File: src/rtl/boot_loader_if.sv
// Byte-stream input and memory write port of the boot loader, grouped for the CPU top level.
// The slave side is the loader; the master side is the byte source / memory observer.
interface boot_loader_if;
    logic [7:0]  rx_data;
    logic        rx_valid;
    logic        rx_ready;
    logic        mem_we;
    logic [31:0] mem_addr;
    logic [31:0] mem_data;

    modport master (
        output rx_data, rx_valid,
        input  rx_ready, mem_we, mem_addr, mem_data
    );

    modport slave (
        input  rx_data, rx_valid,
        output rx_ready, mem_we, mem_addr, mem_data
    );
endinterface

File: src/rtl/boot_loader.sv
// Loads a little-endian program image (32-bit word count header, then words) into memory,
// holding the CPU in reset until the final word has been written.
module boot_loader #(
    parameter int unsigned MAX_WORDS = 1024,
    parameter logic [31:0] BASE_ADDR = 32'h0
) (
    input  logic             clk,
    input  logic             reset,
    boot_loader_if.slave     bus,
    output logic             cpu_reset,
    output logic             load_done,
    output logic             load_error,
    output logic [31:0]      words_loaded
);

    localparam logic [1:0] HDR  = 2'd0;
    localparam logic [1:0] LOAD = 2'd1;
    localparam logic [1:0] RUN  = 2'd2;
    localparam logic [1:0] ERR  = 2'd3;

    logic [1:0]  state;
    logic [1:0]  byte_cnt;
    logic [23:0] partial;
    logic [31:0] word_count;
    logic        accept;
    logic        last_byte;
    logic [31:0] full_word;

    assign bus.rx_ready = (state == HDR) || (state == LOAD);
    assign accept       = bus.rx_valid && bus.rx_ready;
    assign last_byte    = accept && (byte_cnt == 2'd3);
    assign full_word    = {bus.rx_data, partial};
    assign load_error   = (state == ERR);

    always_ff @(posedge clk) begin
        if (reset) begin
            state        <= HDR;
            byte_cnt     <= 2'd0;
            partial      <= 24'd0;
            word_count   <= 32'd0;
            words_loaded <= 32'd0;
            bus.mem_we   <= 1'b0;
            bus.mem_addr <= BASE_ADDR;
            bus.mem_data <= 32'd0;
            cpu_reset    <= 1'b1;
            load_done    <= 1'b0;
        end else begin
            bus.mem_we <= 1'b0;
            // Release trails the RUN entry by one edge so the write has fully settled.
            cpu_reset  <= (state != RUN);
            load_done  <= (state == RUN);

            if (accept) begin
                byte_cnt <= byte_cnt + 2'd1;
                case (byte_cnt)
                    2'd0:    partial[7:0]   <= bus.rx_data;
                    2'd1:    partial[15:8]  <= bus.rx_data;
                    2'd2:    partial[23:16] <= bus.rx_data;
                    default: ;
                endcase
            end

            case (state)
                HDR: begin
                    if (last_byte) begin
                        word_count <= full_word;
                        if (full_word == 32'd0)
                            state <= RUN;
                        else if (full_word > 32'(MAX_WORDS))
                            state <= ERR;
                        else
                            state <= LOAD;
                    end
                end
                LOAD: begin
                    // Finishing takes priority: any byte arriving with the final strobe is surplus.
                    if (bus.mem_we && (words_loaded == word_count)) begin
                        state <= RUN;
                    end else if (last_byte) begin
                        bus.mem_we   <= 1'b1;
                        bus.mem_addr <= BASE_ADDR + {words_loaded[29:0], 2'b00};
                        bus.mem_data <= full_word;
                        words_loaded <= words_loaded + 32'd1;
                    end
                end
                default: ;
            endcase
        end
    end

endmodule

File: src/flat_wrapper.sv
// flat-port wrapper written by rule: the top's interface ports become plain ports
module boot_loader_flat 
#(
    parameter int unsigned MAX_WORDS = 1024,
    parameter logic [31:0] BASE_ADDR = 32'h0
)
  (clk, reset, cpu_reset, load_done, load_error, words_loaded, bus_rx_data, bus_rx_valid, bus_rx_ready, bus_mem_we, bus_mem_addr, bus_mem_data);
  boot_loader_if bus_i ();
  input  logic clk;
  input  logic reset;
  output logic cpu_reset;
  output logic load_done;
  output logic load_error;
  output logic [31:0] words_loaded;
  input wire logic [$bits(bus_i.rx_data)-1:0] bus_rx_data;
  input wire logic [$bits(bus_i.rx_valid)-1:0] bus_rx_valid;
  output wire logic [$bits(bus_i.rx_ready)-1:0] bus_rx_ready;
  output wire logic [$bits(bus_i.mem_we)-1:0] bus_mem_we;
  output wire logic [$bits(bus_i.mem_addr)-1:0] bus_mem_addr;
  output wire logic [$bits(bus_i.mem_data)-1:0] bus_mem_data;
  assign bus_i.rx_data = bus_rx_data;
  assign bus_i.rx_valid = bus_rx_valid;
  assign bus_rx_ready = bus_i.rx_ready;
  assign bus_mem_we = bus_i.mem_we;
  assign bus_mem_addr = bus_i.mem_addr;
  assign bus_mem_data = bus_i.mem_data;
  boot_loader #(.MAX_WORDS(MAX_WORDS), .BASE_ADDR(BASE_ADDR)) u_core (.clk(clk), .reset(reset), .bus(bus_i), .cpu_reset(cpu_reset), .load_done(load_done), .load_error(load_error), .words_loaded(words_loaded));
endmodule
File: config.mk
export PLATFORM = sky130hd
export DESIGN_NAME = boot_loader_flat
export DESIGN_NICKNAME = d
export VERILOG_FILES = /design/src/rtl/boot_loader_if.sv /design/src/rtl/boot_loader.sv /design/src/flat_wrapper.sv
export SDC_FILE = /design/constraint.sdc
export NUM_CORES = 1
export LEC_CHECK = 0
export CORE_MARGIN = 2
export CORE_UTILIZATION = 52
export CTS_CLUSTER_SIZE = 24
export DETAILED_ROUTE_END_ITERATION = 12
export PLACE_DENSITY = 0.78
export SYNTH_ARGS = -nofsm -noshare
export SYNTH_HDL_FRONTEND = slang
export SYNTH_SLANG_ARGS = --single-unit
File: constraint.sdc
create_clock -name clk -period 3.25 [get_ports clk]
set_input_delay 0.65 -clock clk [delete_from_list [all_inputs] [get_ports clk]]
set_output_delay 0.65 -clock clk [all_outputs]
set_load 0.005 [all_outputs]
==> results of run 1 <==
==> kinds of logic after synthesis <==
kind of cell | synth area share (%)
AOI/OAI and AO/OA | 19.7
adders and majority gates | 0.930
buffers and inverters | 5.60
xor gates and xnor gates | 4.42
DFF | 46.7
and+or+nand+nor | 22.6
other | 0.0557
==> how the worst min path moves through the flow <==
stage / start / end / slack (ns) / depth (start not counted)
3_5_place_dp: u_core.word_count[29] / u_core.word_count[29] / 0.46 / 2
5_1_grt: u_core.word_count[11] / u_core.word_count[11] / 0.49 / 2
2_1_floorplan: u_core.word_count[16] / u_core.word_count[16] / 0.45 / 2
3_3_place_gp: u_core.word_count[28] / u_core.word_count[28] / 0.46 / 2
4_1_cts: u_core.word_count[29] / u_core.word_count[29] / 0.47 / 2
6_report: u_core.word_count[29] / u_core.word_count[29] / 0.47 / 2
==> sequential cells by signal (all words and copies together) (netlist names), 2 cells and up <==
name	flops
u_core.bus.mem_data	32
u_core.word_count	32
u_core.words_loaded	32
u_core.bus.mem_addr	30
u_core.partial	24
u_core.byte_cnt	2
u_core.state	2
==> cell usage in the layout (no fill, tap or decap), types with 2 or more instances in the layout <==
cell / count
o21ai_0: 64
and3_2: 2
clkbuf_8: 3
nand2b_1: 2
clkinv_2: 4
xnor2_1: 29
clkdlybuf4s50_1: 108
xor2_1: 5
dfxtp_1: 157
nor3_1: 5
nor2_2: 2
and4_1: 4
buf_4: 10
a31o_2: 2
inv_1: 5
o31ai_1: 28
or4_1: 30
bufinv_16: 4
nand3_1: 106
nor4_1: 9
conb_1: 2
a21oi_1: 150
buf_12: 3
and3_1: 9
clkbuf_16: 17
and2_1: 2
ha_1: 5
nor2_1: 10
clkinvlp_4: 2
nand2_1: 102
nand4_1: 14
==> layout make-up <==
class                   count  area (um^2)
clock buffers              21          470
clock inverters            11          164
fillers                  1088         4160
inverters                   5         18.8
multi-input cells         591         3240
flip-flops and latches    157         3140
well taps                 172          215
repair buffers            121         1220
==> per-stage QoR <==
step,total power (W),instances,utilization (%)
after floorplan,0.00210,833,-
after global placement,0.00215,1046,62.0
after detailed placement,0.00215,1046,62.0
after CTS,0.00426,1078,67.1
after global routing,0.00436,1078,67.1
final,0.00425,1078,67.1
==> critical path, stage by stage (launching register included) <==
cell and delay [ns]:
dfxtp_1 0.52, xnor2_1 0.19, nand4_1 0.11, nor4_1 0.38
and3_2 0.52, buf_4 0.39, or4_1 0.18, a21oi_1 0.06
==> power groups by stage <==
stage	registers, W	logic, W	clock network, W
after floorplan	0.00200	0.0000980	0
after global placement	0.00201	0.000141	0
after detailed placement	0.00201	0.000145	0
after CTS	0.00197	0.000146	0.00215
after global routing	0.00197	0.000162	0.00223
final	0.00197	0.000148	0.00213
==> metal layers <==
layer / track usage, % / vias to the layer above
li1: - / 3100
met1: 34.4 / 3059
met5: 0 / -
met4: 12.5 / 0
met2: 40.5 / 288
met3: 4.60 / 45
==> metrics.cfg, run 1 <==
[synthesis]
synth_top_area_share_pct = 46.7
synth_ff_type = dfxtp_1
synthArstFlopShare_pct = 0
synthCells = 832
synth_top_area_cell = dfxtp_1
ys_ff_latch = 157
ys_warn_count = 0
yosysUniqueCellTypes = 35
synth_common_cells = dfxtp_1 (157), a21oi_1 (150), nand3_1 (108), nand2_1 (102), o21ai_0 (64)
synthTopCellsByArea = dfxtp_1 (47%), a21oi_1 (11%), nand3_1 (8.0%)
synth_edf_count = 0
syn_area_um2 = 6730
yosysMostFrequentCell = dfxtp_1
postSynthAreaPerCell_um2 = 8.09
yosysSeqAreaShare_pct = 46.7

[timing]
tightest_slew_ns = 1.21
setup_ws_ns = 0.696
finalClockSkew_ns = 0.00549
setup_tns_ns = 0
rsz0062_at_grt = false
slew_headroom_pct = 19.3
fin_crit_ns = 2.55
drv_slew = 0
hold_slack_ns = 0.471
fmax_ghz = 0.392
finalSetupViolCount = 0
hold_violations = 0
finalCritPeriodShare_pct = 78.6

[power]
pwr-share-clk_pct = 50.2
vdd_ir_drop_max_v = 0.000285
p_leak_nw = 2.67
p_seq_share_pct = 46.3
cellPowerDensity_nw_per_um2 = 502
p_comb_share_pct = 3.5
switchingPower_w = 0.000919
intPower_w = 0.00333
p_sw_share_pct = 21.6

[route]
drt-initial-drc-count = 512
drt-met1-wl_um = 7990
wl_per_cell_um = 17.0
drt.antenna.violating_nets = 0
viasPerCell = 6.02
drc = 0
drtPass1Iterations = 5
highest_layer = met4
dr_wl_met2_um = 8640
wirelength_um = 18300
route.met3.wl_um = 1140
vias = 6492

[global_route]
grt_pass1_vias = 5816
antenna_found_initial = 0
grt_use_total_pct = 25.8
overflow = 0
grt_pass1_wl_um = 29400
grt_start_max_net_pins = 120

[flow_run]
max_cap_viol_count = 0

[critical_path]
reg2reg_depth = 7
critical_path_arrival_ns = 2.81
r2r_start = u_core.words_loaded[19]
critPathLaunchType = flop
crit_required_ns = 3.51
crit_path_end = u_core.words_loaded[25]
reg2reg_slack_ns = 0.70
cp-end-kind = flop
cp_max_fo = 37
r2r-end = u_core.words_loaded[25]
path_class = flop to flop
critPathLaunch = u_core.words_loaded[19]

[clock_network]
postCtsResizedCells = 0
holdBufCountCts = 0
cts_tree = built
root_buffer = clkbuf_16
clock_latency_ns = 0.43
postCtsSetupBuffers = 0
path_clk_slew_ns = 0.06
htree_num_levels = 4
clockBufferDepth = 2
cts_buffers = 17
cts_sinks = 157

[die]
core_um2 = 12600
die_h_um = 118
num_io_pins = 112
start_util_pct = 53.3
rows = 41
die_w_um = 118
die_area_um2 = 13900

[place]
place_hpwl_um = 11800
placed_area_um2 = 7830
gp_congestion = 0.908
io_buffer_count = 109
place_ws_ns = 0.712

[hold_path]
hold_class = flop to flop

[cells_and_area]
drive_above_1_share_pct = 5.96
final_area_um2 = 8460
antennaDiodeCount = 0
nNetsFinal = 909
area_delta_synth_final_pct = 25.8

[outcome]
status = finished, final reports clean

Note: power is estimated with default switching activity, not from simulation.
==> inputs of run 2 (changes only) <==
--- a/config.mk
+++ b/config.mk
@@ -6,10 +6,10 @@
 export NUM_CORES = 1
 export LEC_CHECK = 0
 export CORE_MARGIN = 2
-export CORE_UTILIZATION = 52
+export CORE_UTILIZATION = 48
 export CTS_CLUSTER_SIZE = 24
 export DETAILED_ROUTE_END_ITERATION = 12
-export PLACE_DENSITY = 0.78
+export PLACE_DENSITY = 0.76
 export SYNTH_ARGS = -nofsm -noshare
 export SYNTH_HDL_FRONTEND = slang
 export SYNTH_SLANG_ARGS = --single-unit
==> constraint.sdc (replaced) <==
create_clock -name clk -period 2.15 [get_ports clk]
set_input_delay 0.43 -clock clk [delete_from_list [all_inputs] [get_ports clk]]
set_output_delay 0.43 -clock clk [all_outputs]
set_load 0.005 [all_outputs]
==> metrics.cfg, run 2 (same netlist as run 1, synthesis figures left out) <==
[critical_path]
critPathLaunchType = flop
slowest_delay_ns = 0.48  ; -0.04 ns
path_delay_family = simple AND/OR/NAND/NOR gates
cp_max_fo = 7  ; -81%
reg2reg_slack_ns = 0.05  ; -0.65 ns
cpMostUsedCell = buf_4
critical_path_arrival_ns = 2.48  ; -0.33 ns
path_buf_inv = 2  ; +1
cp-end-kind = flop
slowest_stage = dfxtp_1
path_cells = xnor2_1, nand4_1, nor4_2, buf_4, nand3_2, buf_4, a311oi_1, a31o_2
crit_required_ns = 2.52  ; -0.99 ns
path_class = flop to flop

[timing]
hold_slack_ns = 0.473  ; +0.00121 ns
setup_ws_ns = 0.0454  ; -0.651 ns
hold_violations = 0  ; unchanged
setup_tns_ns = 0  ; unchanged
slew_headroom_pct = 44.6  ; +25 points
fmax_ghz = 0.475  ; +21%
drv_slew = 0  ; unchanged
finalCritPeriodShare_pct = 97.9  ; +19 points
fin_crit_ns = 2.10  ; -0.449 ns
finalClockSkew_ns = 0.00659  ; +0.00110 ns
tightest_slew_ns = 0.831  ; -0.379 ns
finalSetupViolCount = 0  ; unchanged

[route]
vias = 6602  ; +1.7%
drtPass1Iterations = 6  ; +1
viasPerCell = 5.78  ; -4.1%
wirelength_um = 18800  ; +2.4%
drt.antenna.violating_nets = 0  ; unchanged
drc = 0  ; unchanged
drt-initial-drc-count = 568  ; +11%
wl_per_cell_um = 16.4  ; -3.4%

[die]
start_util_pct = 48.9  ; -4.5 points
die_h_um = 122  ; +3.9%
rows = 43  ; +4.9%
num_io_pins = 112  ; unchanged
die_w_um = 122  ; +3.9%
die_area_um2 = 15000  ; +8.0%
core_um2 = 13800  ; +9.1%

[clock_network]
holdBufCountCts = 0  ; unchanged
root_buffer = clkbuf_16
cts_sinks = 157  ; unchanged
cts_tree = built
path_clk_slew_ns = 0.06  ; about the same
cts_buffers = 17  ; unchanged
clock_latency_ns = 0.43  ; about the same
htree_num_levels = 4  ; unchanged
clockBufferDepth = 2  ; unchanged

[cells_and_area]
drive_above_1_share_pct = 11.8  ; +5.9 points
largestRegisters = u_core.bus.mem_data: 32 flops, u_core.word_count: 32 flops, u_core.words_loaded: 32 flops
nNetsFinal = 966  ; +6.3%
final_cell_mix = dfxtp_1 (157), a21oi_1 (150), clkdlybuf4s50_1 (108)
final_common_cell = dfxtp_1
area_delta_synth_final_pct = 34.2
fin_util_pct = 65.6  ; -1.5 points
final_area_um2 = 9030  ; +6.7%
fill_cells = 1208  ; +11%
antennaDiodeCount = 0  ; unchanged

[global_route]
grt_start_max_net_pins = 77  ; -36%
antenna_found_initial = 0  ; unchanged
grt_pass1_wl_um = 30300  ; +2.9%
grt_use_total_pct = 25.3  ; -0.48 points
grt_pass1_vias = 5917  ; +1.7%
overflow = 0  ; unchanged

[outcome]
status = finished, final reports clean

[hold_path]
hold_class = flop to flop

[power]
vdd_ir_drop_max_v = 0.000591  ; +110%
cellPowerDensity_nw_per_um2 = 726  ; +45%
p_leak_nw = 2.99  ; +12%

[place]
placed_area_um2 = 8360  ; +6.8%
gp_congestion = 0.849  ; -6.5%
place_ws_ns = -0.0786  ; -0.791 ns
io_buffer_count = 109  ; unchanged
place_hpwl_um = 12300  ; +4.0%

[flow_run]
max_cap_viol_count = 0  ; unchanged

==> run 2: changes by cell type in the layout (fill, tap and decap cells not counted), moves of 4 or more <==
| cell | delta |
|---|---|
| clkinv_2 | -4 |
| buf_12 | +7 |
| inv_6 | +4 |
| buf_4 | +49 |
==> run 2: path summary, 6_finish.rpt <==
| kind | start | endpoint | cells after the start |
|---|---|---|---|
| hold reg to reg | u_core.bus.mem_addr[3] | u_core.bus.mem_addr[3] | 2 |
| setup reg to reg | u_core.words_loaded[10] | u_core.words_loaded[2] | 8 |
| setup / recovery | u_core.words_loaded[10] | u_core.words_loaded[2] | 8 |
| hold / removal | u_core.bus.mem_addr[3] | u_core.bus.mem_addr[3] | 2 |
==> run 2: worst min-delay path, delay by kind of cell (launching register included) <==
family	cells	cell delay, ns
compound gates	2	0.12
flops	1	0.30
==> run 2: repair_timing <==
action,CTS,global route
gates resized for setup,0,3
setup endpoints to repair,0,73
setup buffers,0,0
==> run 2: cell type report <==
class	instances	area [um^2]	area share, %
clock buffers	21	480	5.32
inverters	5	18.8	0.208
repair buffers	178	1740	19.2
multi-input cells	591	3250	36.0
flip-flops and latches	157	3140	34.8
well taps	180	225	2.49
clock inverters	11	178	1.97
==> run 2: per-layer routing <==
metal  routed length [um]  track usage (%)  part of all wire (%)
met1                 8470             35.4                    45
met4                  329             7.90                   1.8
met2                 8810             40.0                    47
met3                 1180             4.32                   6.3
met5                    0                0                     0
==> run 2: metrics by stage <==
stage / std cells / power (W)
5_1_grt: 1143 / 0.00672
4_1_cts: 1143 / 0.00657
3_5_place_dp: 1111 / 0.00328
3_3_place_gp: 1111 / 0.00327
2_1_floorplan: 833 / 0.00317
6_report: 1143 / 0.00656
==> run 2: power breakdown <==
part,switching (W),internal (W)
clock network,0.00126,0.00208
registers,0.0000348,0.00294
logic,0.000157,0.0000916
==> inputs of run 3 (changes only) <==
--- a/config.mk
+++ b/config.mk
@@ -6,10 +6,10 @@
 export NUM_CORES = 1
 export LEC_CHECK = 0
 export CORE_MARGIN = 2
-export CORE_UTILIZATION = 48
+export CORE_UTILIZATION = 47
 export CTS_CLUSTER_SIZE = 24
 export DETAILED_ROUTE_END_ITERATION = 12
-export PLACE_DENSITY = 0.76
+export PLACE_DENSITY = 0.75
 export SYNTH_ARGS = -nofsm -noshare
 export SYNTH_HDL_FRONTEND = slang
 export SYNTH_SLANG_ARGS = --single-unit
==> metrics.cfg, run 3 (same netlist as run 1, synthesis figures left out) <==
[global_route]
grt_use_total_pct = 24.8  ; -0.57 points
antenna_found_initial = 0  ; unchanged
grt_start_max_net_pins = 71  ; -7.8%
grt_pass1_wl_um = 29800  ; -1.6%
overflow = 0  ; unchanged
grt_pass1_vias = 5831  ; -1.5%

[route]
viasPerCell = 5.81  ; +0.51%
wl_per_cell_um = 16.4  ; -0.14%
drt.antenna.violating_nets = 0  ; unchanged
vias = 6659  ; +0.86%
drc = 0  ; unchanged
drt-initial-drc-count = 519  ; -8.6%
drtPass1Iterations = 5  ; -1
wirelength_um = 18800  ; +0.21%

[cells_and_area]
nNetsFinal = 970  ; +0.41%
drive_above_1_share_pct = 12.0  ; +0.16 points
antennaDiodeCount = 0  ; unchanged
fill_cells = 1140  ; -5.6%
final_common_cell = dfxtp_1
area_delta_synth_final_pct = 34.4
final_cell_mix = dfxtp_1 (154), a21oi_1 (150), clkdlybuf4s50_1 (108)
seqCellArea_um2 = 3150  ; +0.12%
multi_input_area_um2 = 3260  ; +0.27%
largestRegisters = u_core.bus.mem_data: 32 flops, u_core.word_count: 32 flops, u_core.words_loaded: 32 flops

[die]
die_area_um2 = 15300  ; +2.1%
die_h_um = 124  ; +1.0%
rows = 43  ; unchanged
die_w_um = 124  ; +1.0%
num_io_pins = 112  ; unchanged
core_um2 = 13900  ; +1.2%
start_util_pct = 48.3  ; -0.57 points

[place]
gp_congestion = 0.857  ; +0.95%
io_buffer_count = 109  ; unchanged
place_hpwl_um = 12500  ; +1.5%

[clock_network]
root_buffer = clkbuf_16
holdBufCountCts = 0  ; unchanged
cts_buffers = 17  ; unchanged
clock_latency_ns = 0.43  ; about the same
htree_num_levels = 4  ; unchanged
postCtsSetupBuffers = 0  ; unchanged
cts_tree = built
path_clk_slew_ns = 0.06  ; about the same
cts_sinks = 157  ; unchanged
clockBufferDepth = 2  ; unchanged

[timing]
fmax_ghz = 0.482  ; +1.5%
finalClockSkew_ns = 0.00709  ; +0.000503 ns
tightest_slew_ns = 0.777  ; -0.0546 ns
rsz0062_at_grt = false
fin_crit_ns = 2.07  ; -0.0319 ns
finalSetupViolCount = 0  ; unchanged
setup_tns_ns = 0  ; unchanged
drv_slew = 0  ; unchanged
hold_slack_ns = 0.467  ; -0.00586 ns
slew_headroom_pct = 48.2  ; +3.6 points
finalCritPeriodShare_pct = 96.4  ; -1.5 points
hold_violations = 0  ; unchanged

[flow_run]
max_cap_viol_count = 0  ; unchanged

[outcome]
status = finished, final reports clean

[power]
p_leak_nw = 3.00  ; +0.47%
p_total_w = 0.00629  ; -4.1%
cellPowerDensity_nw_per_um2 = 695  ; -4.3%
vdd_ir_drop_max_v = 0.000531  ; -10%

[critical_path]
critical_path_arrival_ns = 1.64  ; -0.84 ns
slowest_stage = dfxtp_1
cp-end-kind = output pin
crit_required_ns = 1.72  ; -0.80 ns
slowest_delay_ns = 0.51  ; +0.03 ns
path_class = flop to output pin
critPathLaunchType = flop
cp_max_fo = 8  ; +1
reg2reg_slack_ns = 0.14  ; +0.09 ns
path_cells = and2_1, clkdlybuf4s50_1

[hold_path]
hold_class = flop to flop

-- run 3: changes by cell type in the layout (fill, tap and decap cells not counted), moves of 2 or more --
cell / change
dfxtp_2: +3
buf_4: +3
clkinv_4: +2
inv_6: -3
clkbuf_8: -3
dfxtp_1: -3
clkbuf_1: +5
-- run 3: area by class of cell --
| cell class | count | area share, % |
|---|---|---|
| Clock buffer | 23 | 5.06 |
| Multi-Input combinational cell | 591 | 36.0 |
| Clock inverter | 9 | 1.51 |
| Timing Repair Buffer | 182 | 19.9 |
| Inverter | 5 | 0.207 |
| Tap cell | 180 | 2.49 |
| Sequential cell | 157 | 34.8 |
-- run 3: where the power goes --
part	leakage, nW	internal [W]	switching (W)
logic	1.45	0.0000922	0.000157
registers	1.27	0.00294	0.0000352
clock network	0.282	0.00186	0.00121
-- run 3: stage by stage --
stage / setup slack, ns / area [um^2] / std cells / util [%]
3_5_place_dp: -0.0587 / 8390 / 1114 / 60.2
6_report: 0.0773 / 9040 / 1147 / 64.9
3_3_place_gp: -0.0329 / 8390 / 1114 / 60.2
2_1_floorplan: 0.223 / 6730 / 833 / -
4_1_cts: 0.00647 / 8990 / 1146 / 64.5
5_1_grt: 0.0176 / 9040 / 1147 / 64.9
-- run 3: timing repair --
item,CTS,global route
resized for setup,0,7
hold endpoints to repair,0,0
setup endpoints to repair,0,95
-- run 3: final timing paths --
path	startpoint	to	cells after the start
max	u_core.state[0]	load_error	2
max reg2reg	u_core.words_loaded[25]	u_core.words_loaded[18]	7
min reg2reg	u_core.word_count[2]	u_core.word_count[2]	2
min	u_core.word_count[2]	u_core.word_count[2]	2
-- run 3: critical path: cells and delay by family (launching register included) --
family        cells  cell delay (ns)
simple gates      1             0.20
flops             1             0.51
buf+inv           1             0.50
-- run 3: layer usage --
layer	track usage, %	vias up	routed length [um]
li1	-	3238	-
met1	34.2	3126	8600
met2	38.5	259	8500
met3	4.58	36	1300
met4	9.38	0	431
met5	0	-	0
